[config.mk]
export PLATFORM = sky130hd
export DESIGN_NAME = uart_rx_flat
export DESIGN_NICKNAME = d
export VERILOG_FILES = /design/src/rtl/uart_rx_if.sv /design/src/rtl/uart_rx.sv /design/src/flat_wrapper.sv
export SDC_FILE = /design/constraint.sdc
export NUM_CORES = 1
export LEC_CHECK = 0
export CAP_MARGIN = 20
export CORE_MARGIN = 3
export CORE_UTILIZATION = 31
export CTS_BUF_LIST = sky130_fd_sc_hd__clkbuf_16
export CTS_CLUSTER_DIAMETER = 50
export DETAILED_ROUTE_END_ITERATION = 8
export MAX_ROUTING_LAYER = met4
export PLACE_DENSITY_LB_ADDON = 0.25
export SYNTH_ARGS = -nofsm -noshare
export SYNTH_HDL_FRONTEND = slang
export SYNTH_SLANG_ARGS = --single-unit
[constraint.sdc]
create_clock -name clk -period 3.43 [get_ports clk]
set_input_delay 0.686 -clock clk [delete_from_list [all_inputs] [get_ports clk]]
set_output_delay 0.686 -clock clk [all_outputs]
set_load 0.01 [all_outputs]
[src/rtl/uart_rx_if.sv]
// Serial receive bus: bclk strobe and serial line in, assembled word and
// completion/error flags out.
interface uart_rx_if #(
    parameter int DATA_WIDTH = 8
);
    logic                  bclk;
    logic                  rx;
    logic [DATA_WIDTH-1:0] dout;
    logic                  rx_done;
    logic                  frame_err;

    // Line/strobe source side (transmitter environment, consumer of words).
    modport master (
        output bclk,
        output rx,
        input  dout,
        input  rx_done,
        input  frame_err
    );

    // Receiver side.
    modport slave (
        input  bclk,
        input  rx,
        output dout,
        output rx_done,
        output frame_err
    );
endinterface

[src/rtl/uart_rx.sv]
// UART receiver: 16x oversampling of rx using the shared bclk strobe,
// mid-bit sampling, 1 start / DATA_WIDTH data (LSB first) / 1 stop, no parity.
// Emits a one-cycle rx_done with dout/frame_err for every completed frame.
module uart_rx #(
    parameter int DATA_WIDTH     = 8,
    parameter int OS_16_BCLK_CNT = 16
) (
    input  logic      clk,
    input  logic      rst,
    uart_rx_if.slave  bus
);

    localparam int                IDX_W    = (DATA_WIDTH > 1) ? $clog2(DATA_WIDTH) : 1;
    localparam logic [3:0]        CNT_MID  = 4'(OS_16_BCLK_CNT / 2 - 1);
    localparam logic [3:0]        CNT_LAST = 4'(OS_16_BCLK_CNT - 1);
    localparam logic [IDX_W-1:0]  IDX_LAST = IDX_W'(DATA_WIDTH - 1);

    typedef enum logic [2:0] {
        RX_IDLE,
        RX_START,
        RX_DATA,
        RX_STOP,
        RX_BREAK
    } state_t;

    state_t                state_q,     state_d;
    logic [3:0]            bclk_cnt_q,  bclk_cnt_d;
    logic [IDX_W-1:0]      bit_idx_q,   bit_idx_d;
    logic [DATA_WIDTH-1:0] shreg_q,     shreg_d;
    logic [DATA_WIDTH-1:0] dout_q,      dout_d;
    logic                  frame_err_q, frame_err_d;
    logic                  rx_done_q,   rx_done_d;

    // Two-flop synchronizer; both flops idle high so reset never looks like a start bit.
    logic rx_meta_q;
    logic rx_s_q;

    // Bring the asynchronous serial line into the clk domain.
    always_ff @(posedge clk or posedge rst) begin
        if (rst) begin
            rx_meta_q <= 1'b1;
            rx_s_q    <= 1'b1;
        end else begin
            rx_meta_q <= bus.rx;
            rx_s_q    <= rx_meta_q;
        end
    end

    // State, counters, shift register and output registers.
    always_ff @(posedge clk or posedge rst) begin
        if (rst) begin
            state_q     <= RX_IDLE;
            bclk_cnt_q  <= '0;
            bit_idx_q   <= '0;
            shreg_q     <= '0;
            dout_q      <= '0;
            frame_err_q <= 1'b0;
            rx_done_q   <= 1'b0;
        end else begin
            state_q     <= state_d;
            bclk_cnt_q  <= bclk_cnt_d;
            bit_idx_q   <= bit_idx_d;
            shreg_q     <= shreg_d;
            dout_q      <= dout_d;
            frame_err_q <= frame_err_d;
            rx_done_q   <= rx_done_d;
        end
    end

    // Next-state logic: counters move only on bclk ticks, start detection runs every clk.
    always_comb begin
        state_d     = state_q;
        bclk_cnt_d  = bclk_cnt_q;
        bit_idx_d   = bit_idx_q;
        shreg_d     = shreg_q;
        dout_d      = dout_q;
        frame_err_d = frame_err_q;
        rx_done_d   = 1'b0;

        unique case (state_q)
            RX_IDLE: begin
                if (!rx_s_q) begin
                    state_d    = RX_START;
                    bclk_cnt_d = '0;
                end
            end

            RX_START: begin
                if (bus.bclk) begin
                    if (bclk_cnt_q == CNT_MID) begin
                        // Mid start bit: a high line here means a glitch, not a frame.
                        if (!rx_s_q) begin
                            state_d    = RX_DATA;
                            bclk_cnt_d = '0;
                            bit_idx_d  = '0;
                        end else begin
                            state_d = RX_IDLE;
                        end
                    end else begin
                        bclk_cnt_d = bclk_cnt_q + 4'd1;
                    end
                end
            end

            RX_DATA: begin
                if (bus.bclk) begin
                    if (bclk_cnt_q == CNT_LAST) begin
                        shreg_d[bit_idx_q] = rx_s_q;
                        bclk_cnt_d         = '0;
                        if (bit_idx_q == IDX_LAST) begin
                            state_d = RX_STOP;
                        end else begin
                            bit_idx_d = bit_idx_q + 1'b1;
                        end
                    end else begin
                        bclk_cnt_d = bclk_cnt_q + 4'd1;
                    end
                end
            end

            RX_STOP: begin
                if (bus.bclk) begin
                    if (bclk_cnt_q == CNT_LAST) begin
                        // Word is reported even when the stop bit is bad.
                        dout_d      = shreg_q;
                        frame_err_d = ~rx_s_q;
                        rx_done_d   = 1'b1;
                        bclk_cnt_d  = '0;
                        // Leaving at mid stop bit keeps half a bit for the next start edge.
                        state_d     = rx_s_q ? RX_IDLE : RX_BREAK;
                    end else begin
                        bclk_cnt_d = bclk_cnt_q + 4'd1;
                    end
                end
            end

            RX_BREAK: begin
                // Wait out a held-low line so it yields only one errored frame.
                if (rx_s_q) begin
                    state_d = RX_IDLE;
                end
            end

            default: begin
                state_d = RX_IDLE;
            end
        endcase
    end

    assign bus.dout      = dout_q;
    assign bus.rx_done   = rx_done_q;
    assign bus.frame_err = frame_err_q;

endmodule

[src/flat_wrapper.sv]
// flat-port wrapper written by rule: the top's interface ports become plain ports
module uart_rx_flat 
#(
    parameter int DATA_WIDTH     = 8,
    parameter int OS_16_BCLK_CNT = 16
)
  (clk, rst, bus_bclk, bus_rx, bus_dout, bus_rx_done, bus_frame_err);
  uart_rx_if #(.DATA_WIDTH(DATA_WIDTH)) bus_i ();
  input  logic clk;
  input  logic rst;
  input wire logic [$bits(bus_i.bclk)-1:0] bus_bclk;
  input wire logic [$bits(bus_i.rx)-1:0] bus_rx;
  output wire logic [$bits(bus_i.dout)-1:0] bus_dout;
  output wire logic [$bits(bus_i.rx_done)-1:0] bus_rx_done;
  output wire logic [$bits(bus_i.frame_err)-1:0] bus_frame_err;
  assign bus_i.bclk = bus_bclk;
  assign bus_i.rx = bus_rx;
  assign bus_dout = bus_i.dout;
  assign bus_rx_done = bus_i.rx_done;
  assign bus_frame_err = bus_i.frame_err;
  uart_rx #(.DATA_WIDTH(DATA_WIDTH), .OS_16_BCLK_CNT(OS_16_BCLK_CNT)) u_core (.clk(clk), .rst(rst), .bus(bus_i));
endmodule
* Yosys cells after proc, flatten, opt, wreduce, memory -nomap -nowiden *
Cells that the tools add are included.

storage, ports and cells
  output and inout port bits = 10
  flip-flop bits (word level) = 30
  bits of input ports = 4
  word-level logic and storage cells = 74

cells by class
  eq/ne operators = 19
  bitwise logic cells = 1
  order comparisons = 2
  multiplexer cells = 31
  reduce and logical (&&, ||, !) cells = 10
  add/subtract/negate cells = 2

operator list
  cell                                                                           count
  3-bit two-way mux                                                              16
  4-bit two-way mux                                                              5
  3-bit one-hot mux with 5 select lines                                          1
  2-bit by 1-bit inequality test with 1-bit output (second input constant)       6
  2-bit inequality test (second input constant)                                  6
  4-bit one-hot mux with 3 select lines                                          1
  3-bit AND reduction                                                            3
  9-bit AND reduction                                                            1
  8-bit bitwise mux                                                              1
  7-bit AND reduction                                                            1
  3-bit by 2-bit == test with 1-bit output (second input constant)               2
  3-bit == test (second input constant)                                          2
  3-bit one-hot mux with 2 select lines                                          1
  4-bit by 1-bit adder with 4-bit output (second input constant)                 1
  4-bit by 3-bit == test with 1-bit output (second input constant)               1
  4-bit == test (second input constant)                                          1
  3-bit by 4-bit less-than comparator with 1-bit output (second input constant)  1
  1-bit two-way mux                                                              4
  3-bit by 1-bit adder with 3-bit output (second input constant)                 1
  1-bit demux with 3-bit select                                                  1
  3-bit by 1-bit == test with 1-bit output (second input constant)               1
  3-bit by 1-bit >= comparator with 1-bit output (second input constant)         1
  3-bit zero test                                                                1
  3-bit nonzero test                                                             1
  other kinds (5)                                                                5

* Logic depth before layout (Yosys ltp) *
Gate-level depths: netlist (run 1).

  depth after elaboration = 5
  gate-level depth with buffers = 5
  mapped depth without buffers = 5

* Worst setup path after synthesis (run 1) *
Ideal clock, no wire load.

  kind = input to register
  start = input bus_bclk
  end = register u_core.dout_q[0], in the netlist u_core.bus.dout[0]
  slack = 1716 ps
  arrival time = 1589 ps
  required time = 3305 ps
  cell stages on the path = 4
  path through = nand4_4 -> nor4b_4 -> buf_6 -> mux2_4

on the way
  word-level cells in the longest chain between the ends = 1

RTL lines
  item                                  RTL line            RTL
  start: declaration                    flat_wrapper.sv:11  input wire logic [$bits(bus_i.bclk)-1:0] bus_bclk;
  3-bit AND reduction (no source line)  n/a
  end signal: assignment                uart_rx.sv:64       dout_q <= dout_d;
  end: declaration                      uart_rx.sv:30       logic [DATA_WIDTH-1:0] dout_q, dout_d;

Every way passes these cells.
A chain may end at the register's enable or synchronous reset.

* Final worst setup path (run 1) *
  start = input bus_bclk
  end = register u_core.dout_q[4], in the netlist u_core.bus.dout[4]

Same word-level chain as after synthesis.

==> results.json, run 1 <==
{
  "max_freq_mhz": 413,
  "cts_tree": "done",
  "critPathLaunchType": "input pin",
  "ios": 14,
  "cp.arrival_ns": 2.58,
  "grt_start_max_net_pins": 31,
  "multi_input_area_um2": 709,
  "synth_area_um2": 1540,
  "cts_resized": 0,
  "setup_violations": 0,
  "setup-tns-final_ns": 0,
  "ys_warn_count": 0,
  "holdBufCountCts": 0,
  "portBuffers": 13,
  "rows": 25,
  "layout_common_cells": "28 x dfrtp_1, 13 x clkdlybuf4s50_1, 9 x mux2_2, 9 x inv_1, 8 x mux2_4",
  "synth_cell_types": 48,
  "cp_data_required_time_ns": 3.59,
  "cts_buffer_depth": 2,
  "synth_nets": 135,
  "endpoint_kind": "flop",
  "drc": 0,
  "finClkSkew_ns": 0.00477,
  "routabilityCongestion": 0.859,
  "slew_violations": 0,
  "synth_seq_cells": 30,
  "vdd_drop_max_mv": 0.332,
  "cts_sinks": 30,
  "synth_edf_count": 0,
  "layout_min_cycle_time_ns": 2.42,
  "first_iter_violations": 51,
  "layout-drive-gt1-share": 0.259,
  "insertion_delay_ns": 0.28,
  "fill_cells": 469,
  "firstDrtPassIters": 4,
  "antenna_found_initial": 0,
  "fp.dieW_um": 76.6,
  "power.leakage_nw": 0.816,
  "die-area_um2": 5860,
  "die_y_um": 76.6,
  "rsz0062_at_grt": "no",
  "postRouteAntennaNets": 0,
  "routed_wl_mm": 2.78,
  "p_total_mw": 1.19,
  "core_um2": 4750,
  "num_antenna_cells": 0,
  "status": "finished clean",
  "seqCellArea_um2": 753,
  "syn-instance-count": 128,
  "grt_pass1_wl_mm": 4.81,
  "first_global_vias": 1017,
  "syn_avg_cell_area_um2": 12.1,
  "nets": 149,
  "crit_path_max_fanout": 8,
  "clockRootBuffer": "clkbuf_16",
  "setup_ws_ns": 1.01,
  "ys_seq_area_frac": 0.488,
  "hold_path_class": "flop to flop",
  "start_util": 0.325,
  "async_flop_share": 1.00,
  "post-route-period-util": 0.705,
  "numCtsBuffers": 5,
  "vias": 1019,
  "worstSetupPathType": "input pin to flop",
  "clk_transition_reported_paths_ns": 0.05,
  "globalRouteOverflowTotal": 0,
  "place_ws_ns": 0.727,
  "viasPerCell": 4.85,
  "htreeDepth": 2,
  "powerDensity_nw_per_um2": 639,
  "postCtsSetupBuffers": 0,
  "wl_per_cell_um": 13.2,
  "grt_use_total": 0.107,
  "relSlewSlack": 0.548,
  "worstMarginPinSlew_ns": 0.669,
  "areaGrowthSynthToFinish_pct": 21.2,
  "drv_cap": 0,
  "synth-main-ff-cell": "dfrtp_1",
  "finalHoldViolCount": 0,
  "final_common_cell": "dfrtp_1"
}
[critical path, stage by stage]
cell	delay (ns)
clkdlybuf4s50_1	0.63
nand4_4	0.16
nor4b_4	0.52
buf_4	0.27
mux2_4	0.31
[path summary, 6_finish.rpt]
kind | end | cells past startpoint | start | slack [ns]
min reg2reg | u_core.rx_s_q$_DFF_PP1_ | 0 | u_core.rx_meta_q$_DFF_PP1_ | 0.35
max reg2reg | u_core.bus.dout[4]$_DFFE_PP0P_ | 5 | u_core.bclk_cnt_q[1]$_DFFE_PP0P_ | 1.33
min | u_core.rx_s_q$_DFF_PP1_ | 0 | u_core.rx_meta_q$_DFF_PP1_ | 0.35
max in group asynchronous | u_core.rx_meta_q$_DFF_PP1_ | 3 | rst | 2.31
max | u_core.bus.dout[4]$_DFFE_PP0P_ | 5 | bus_bclk | 1.01
min in group asynchronous | u_core.bus.dout[2]$_DFFE_PP0P_ | 3 | rst | 0.80
[synth_stat cells, types with 2 or more instances]
master / n / area (um^2)
a211o_1: 2 / 17.5
dfrtp_1: 28 / 701
inv_1: 9 / 33.8
mux2_2: 9 / 101
mux2_4: 8 / 120
nand3_1: 2 / 10.0
nand3b_1: 2 / 15.0
o21ai_0: 2 / 10.0
buf_2: 3 / 15.0
dfstp_2: 2 / 52.6
ha_1: 3 / 37.5
clkbuf_2: 2 / 10.0
a21oi_1: 4 / 20.0
nor4_1: 2 / 12.5
nand4_1: 7 / 43.8
nor2_1: 4 / 15.0
clkbuf_1: 2 / 7.51
nand2_1: 4 / 15.0
mux2i_1: 2 / 20.0
nor2b_1: 3 / 18.8
[through the flow]
step / util / hold WS, ns / cell area, um^2 / instances
floorplan: - / 0.345 / 1540 / 128
global placement: 0.364 / 0.347 / 1730 / 202
detailed placement: 0.364 / 0.348 / 1730 / 202
CTS: 0.393 / 0.354 / 1870 / 210
global route: 0.393 / 0.356 / 1870 / 210
finish: 0.393 / 0.353 / 1870 / 210
[sequential cells by signal, indices dropped and copies added (netlist names)]
signal	cells
u_core.bit_idx_q	3
u_core.state_q	3
u_core.shreg_q	8
u_core.bus.frame_err	1
u_core.bus.rx_done	1
u_core.rx_meta_q	1
u_core.bclk_cnt_q	4
u_core.rx_s_q	1
u_core.bus.dout	8
[kinds of logic (layout without fill, tap and decap cells)]
family	count (synthesis)	in the layout	synth area share
AO/OA/AOI/OAI	18	18	0.0883
XOR/XNOR	2	2	0.0113
adder cells (fa/ha/maj)	3	3	0.0243
buffers and inverters	18	33	0.0527
flip-flops	30	30	0.488
multiplexers	20	20	0.164
AND/OR/NAND/NOR	37	37	0.172
[per-layer routing]
layer	global-route usage	up-vias	wire [um]
met2	0.160	19	1270
met1	0.131	493	1360
met4	0.0543	0	60
li1	-	500	-
met3	0.0319	7	89
met5	-	-	0
[cell type report]
cell class                      instances  area share
Clock buffer                            5      0.0669
Clock inverter                          3     0.00870
Inverter                               10      0.0201
Multi-Input combinational cell         80       0.379
Sequential cell                        30       0.403
Tap cell                               67      0.0448
Timing Repair Buffer                   15      0.0776
[report_power, final]
part,switching (mW),internal (mW)
Combinational,0.135,0.130
Clock,0.147,0.264
Sequential,0.109,0.410
Total,0.392,0.803
Power figures use the tool's default switching activity.
==> run 2: changes to the inputs <==
==> constraint.sdc (replaced) <==
create_clock -name clk -period 2.1 [get_ports clk]
set_input_delay 0.42 -clock clk [delete_from_list [all_inputs] [get_ports clk]]
set_output_delay 0.42 -clock clk [all_outputs]
set_load 0.01 [all_outputs]
==> run 2 against run 1 <==
  * Utilization increased by 0.18 points
  * Sequential share of layout area decreased by 0.19 points
  * Clock skew is 0.00061 ns higher
  * Sequential cell count did not move
  * Register-to-register slack lost 1.1 ns
  * Total power up 63%
  * Global-route usage is 0.47 points higher
  * Non-clock buffer count up 2
==> results.json, run 2 (same netlist as run 1, synthesis figures left out) <==
{
  "firstDrtPassIters": 4,
  "clk_transition_reported_paths_ns": 0.05,
  "cp_data_required_time_ns": 2.22,
  "worst-path-buf-inv": 1,
  "stdcell_area_um2": 1880,
  "postCtsSetupBuffers": 0,
  "insertion_delay_ns": 0.28,
  "fp.dieW_um": 76.6,
  "wl_per_cell_um": 13.5,
  "power.leakage_nw": 0.828,
  "hold_path_class": "flop to flop",
  "num_antenna_cells": 0,
  "place_area_um2": 1740,
  "cts_tree": "done",
  "worstSetupPathType": "flop to flop",
  "path_cells": "ha_1 > inv_1 > o311ai_0 > a22oi_1",
  "fill_cells": 480,
  "die-area_um2": 5860,
  "relSlewSlack": 0.499,
  "grt_use_total": 0.111,
  "drv_cap": 0,
  "cp.arrival_ns": 1.98,
  "areaGrowthSynthToFinish_pct": 21.7,
  "post-route-period-util": 0.886,
  "layout_common_cells": "28 x dfrtp_1, 13 x clkdlybuf4s50_1, 9 x mux2_2, 9 x inv_1, 8 x mux2_4",
  "finalHoldViolCount": 0,
  "cts_resized": 0,
  "core_um2": 4750,
  "crit_path_max_fanout": 7,
  "dp_hpwl_mm": 1.96,
  "postRouteAntennaNets": 0,
  "multi_input_area_um2": 709,
  "critPathLaunchType": "flop",
  "nets": 151,
  "die_y_um": 76.6,
  "grt_pass1_wl_mm": 5.02,
  "ios": 14,
  "cts_sinks": 30,
  "holdBufCountCts": 0,
  "slowest_stage": "o311ai_0",
  "layout-drive-gt1-share": 0.271,
  "viasPerCell": 4.91,
  "status": "finished clean",
  "vias": 1035,
  "finClkSkew_ns": 0.00538,
  "routabilityCongestion": 0.873,
  "drc": 0,
  "numCtsBuffers": 5,
  "rsz0062_at_grt": "no",
  "endpoint_kind": "flop",
  "setup_violations": 0,
  "final_common_cell": "dfrtp_1",
  "seqCellArea_um2": 753,
  "globalRouteOverflowTotal": 0,
  "antenna_found_initial": 0,
  "slew_violations": 0,
  "portBuffers": 13,
  "first_global_vias": 1070,
  "routed_wl_mm": 2.85,
  "crit_path_max_incr_delay_ns": 0.68,
  "cp_top_family": "compound AO/OA/AOI/OAI gates",
  "rows": 25,
  "powerDensity_nw_per_um2": 1040,
  "clockRootBuffer": "clkbuf_16",
  "instances_no_fill": 211,
  "start_util": 0.325,
  "cts_buffer_depth": 2,
  "hold_ws_ns": 0.354,
  "vdd_drop_max_mv": 0.626,
  "grt_start_max_net_pins": 31,
  "layout_min_cycle_time_ns": 1.86,
  "max_freq_mhz": 538,
  "placed_cells": 204,
  "first_iter_violations": 37,
  "worstMarginPinSlew_ns": 0.741,
  "htreeDepth": 2
}
-- run 2: cell types whose count changed in the layout (fill, tap and decap cells not counted) --
cell,delta
clkinv_1,-1
clkinv_2,+1
buf_4,+2
clkinvlp_4,-1
-- run 2: final timing paths --
check / start / end / slack (ns) / cells after the start
worst min-delay path: u_core.rx_meta_q$_DFF_PP1_ / u_core.rx_s_q$_DFF_PP1_ / 0.35 / 0
worst max-delay path: u_core.bclk_cnt_q[1]$_DFFE_PP0P_ / u_core.bclk_cnt_q[0]$_DFFE_PP0P_ / 0.24 / 4
worst min register to register: u_core.rx_meta_q$_DFF_PP1_ / u_core.rx_s_q$_DFF_PP1_ / 0.35 / 0
max in group asynchronous: rst / u_core.rx_meta_q$_DFF_PP1_ / 1.25 / 3
worst max register to register: u_core.bclk_cnt_q[1]$_DFFE_PP0P_ / u_core.bclk_cnt_q[0]$_DFFE_PP0P_ / 0.24 / 4
min in group asynchronous: rst / u_core.shreg_q[6]$_DFFE_PP0P_ / 0.53 / 3
-- run 2: per-stage QoR --
step                       TNS, ns  utilization  setup WS, ns  total power [mW]
after floorplan                  0            -         0.407              1.18
after global placement           0        0.367        0.0143              1.28
after detailed placement  -0.00761        0.367      -0.00761              1.29
after CTS                        0        0.395         0.246              1.97
after global routing             0        0.395        0.0945              2.07
final                            0        0.395         0.240              1.95
-- run 2: worst register-to-register path: stages, from the launching register on --
cell and delay [ns]:
dfrtp_1 0.39, ha_1 0.33, inv_1 0.11, o311ai_0 0.69, a22oi_1 0.19
-- run 2: routing by layer --
layer	global-route usage	wire, um
met1	0.133	1300
met2	0.169	1360
met3	0.0343	123
met4	0.0598	65
met5	-	0
-- run 2: cell type report --
cell class	count	area share
Sequential cell	30	0.401
Multi-Input combinational cell	80	0.377
Timing Repair Buffer	17	0.0852
Clock buffer	5	0.0666
Tap cell	67	0.0446
Inverter	10	0.0200
Clock inverter	2	0.00533
-- run 2: where the power goes --
group | switching, mW | internal (mW)
Combinational | 0.223 | 0.214
Sequential | 0.182 | 0.670
Clock | 0.233 | 0.425
Total | 0.637 | 1.31
==> RTL edit: new RTL, settings of run 2 <==
Make the reset (`rst`) synchronous in 2 clocked blocks. Comments in the files are not updated.
--- a/src/rtl/uart_rx.sv
+++ b/src/rtl/uart_rx.sv
@@ -36,7 +36,7 @@
     logic rx_s_q;
 
     // Bring the asynchronous serial line into the clk domain.
-    always_ff @(posedge clk or posedge rst) begin
+    always_ff @(posedge clk) begin
         if (rst) begin
             rx_meta_q <= 1'b1;
             rx_s_q    <= 1'b1;
@@ -47,7 +47,7 @@
     end
 
     // State, counters, shift register and output registers.
-    always_ff @(posedge clk or posedge rst) begin
+    always_ff @(posedge clk) begin
         if (rst) begin
             state_q     <= RX_IDLE;
             bclk_cnt_q  <= '0;
Formal check against the unedited RTL: same outputs for any inputs over 10 cycles, from zero or initial values and one cycle with rst high; that may be too few to reach the edited logic, so the function may still have changed.
==> RTL edit against run 2 <==
  * Core utilization rose by 2.3 points
  * Routed wire length rose by 9.3%
  * Die area fell by 6.1%
  * Worst setup slack improved by 34 ps
  * Sequential share of layout area fell by 7.5 points
  * Area after synthesis fell by 6.6%
  * Design area fell by 1.9%
  * Sequential cell count did not move
  * Non-clock buffer count rose by 7
  * Final cell count rose by 11%
  * Critical endpoint is now u_core.bit_idx_q[0]
  * Highest routed layer unchanged
Power is not compared: it rests on default switching activity, and its combinational part moved more than twofold at a synthesized area within 25%.
==> RTL edit: results (changes against run 2) <==
| Metric | Value |
|---|---|
| Status | `finished, final reports clean (unchanged)` |
| Metal2 WL | `1.44 mm (was 1.36 mm)` |
| Seq_cells | `30 (unchanged)` |
| Inverters | `5 (was 10)` |
| Met3 Wirelength | `162 um (was 123 um)` |
| Routed met1 length | `1.49 mm (was 1.30 mm)` |
| Async SR Flop Fraction | `0% (was 100%)` |
| Pin count of the biggest net entering global routing | `24 (was 31)` |
| # placed instances | `226 (was 204)` |
| Wire per inst | `13.3 um (was 13.5 um)` |
| Area occupied by multi-input gates | `758 sq um (was 709 sq um)` |
| Clock Skew | `4.28 ps (was 5.38 ps)` |
| Startpoint of the worst hold path | `u_core.rx_meta_q (unchanged)` |
| FILL cells | `412 (was 480)` |
| Dpl cell area | `0.00166 sq mm (was 0.00174 sq mm)` |
| Top cells by count, synth | `dfxtp_1 (30), nor2_1 (24), mux2i_1 (20) (was dfrtp_1 (28), inv_1 (9), mux2_2 (9))` |
| Layout non-clock buf frac | `11.5% (was 8.52%)` |
| Non-clk bufs | `24 (was 17)` |
| Clk cell area share | `10.2% (was 7.19%)` |
| Layout Area Growth over Synthesis | `28.0% (was 21.7%)` |
| Fin nets | `188 (was 151)` |
| Worst slew margin | `69.1% (was 49.9%)` |
| Routability cong. | `0.817 (was 0.873)` |
| M3 GR Usage | `6.08% (was 3.43%)` |
| Share of layout cells above drive strength 1 | `12.6% (was 27.1%)` |
| Vias | `1203 (was 1035)` |
| Main synth FF type | `dfxtp_1 (was dfrtp_1)` |
RTL edit: cell count changes after synthesis, moves of 3 or more:
cell and change:
dfxtp_1 +30, dfrtp_1 -28, nor2_1 +20, mux2i_1 +18
mux2_2 -9, mux2_4 -8, inv_1 -4, nand2_1 +4
nand2b_1 +3, nor2b_1 +3, nor3_1 +3, or2_2 +3
RTL edit: path summary, 6_finish.rpt:
path | to | cells after the start | slack, ps
worst max-delay path | u_core.bit_idx_q[0] | 5 | 270
worst min-delay path | u_core.rx_s_q | 1 | 410
worst max register to register | u_core.bit_idx_q[0] | 5 | 270
worst min register to register | u_core.rx_s_q | 1 | 410
RTL edit: critical path, stage by stage (launching register included):
cell and delay (ps):
dfxtp_1 360, ha_1 220, ha_1 220, nor4_1 280, o221a_2 290, mux2_1 340
RTL edit: cells by family after synthesis:
group	after synthesis	share of synthesized area [%]
compound gates	18	8.51
fa+ha+maj	3	2.60
mux	21	14.7
xor+xnor	2	1.22
simple gates	71	25.6
buf+inv	18	5.73
flops	30	41.7
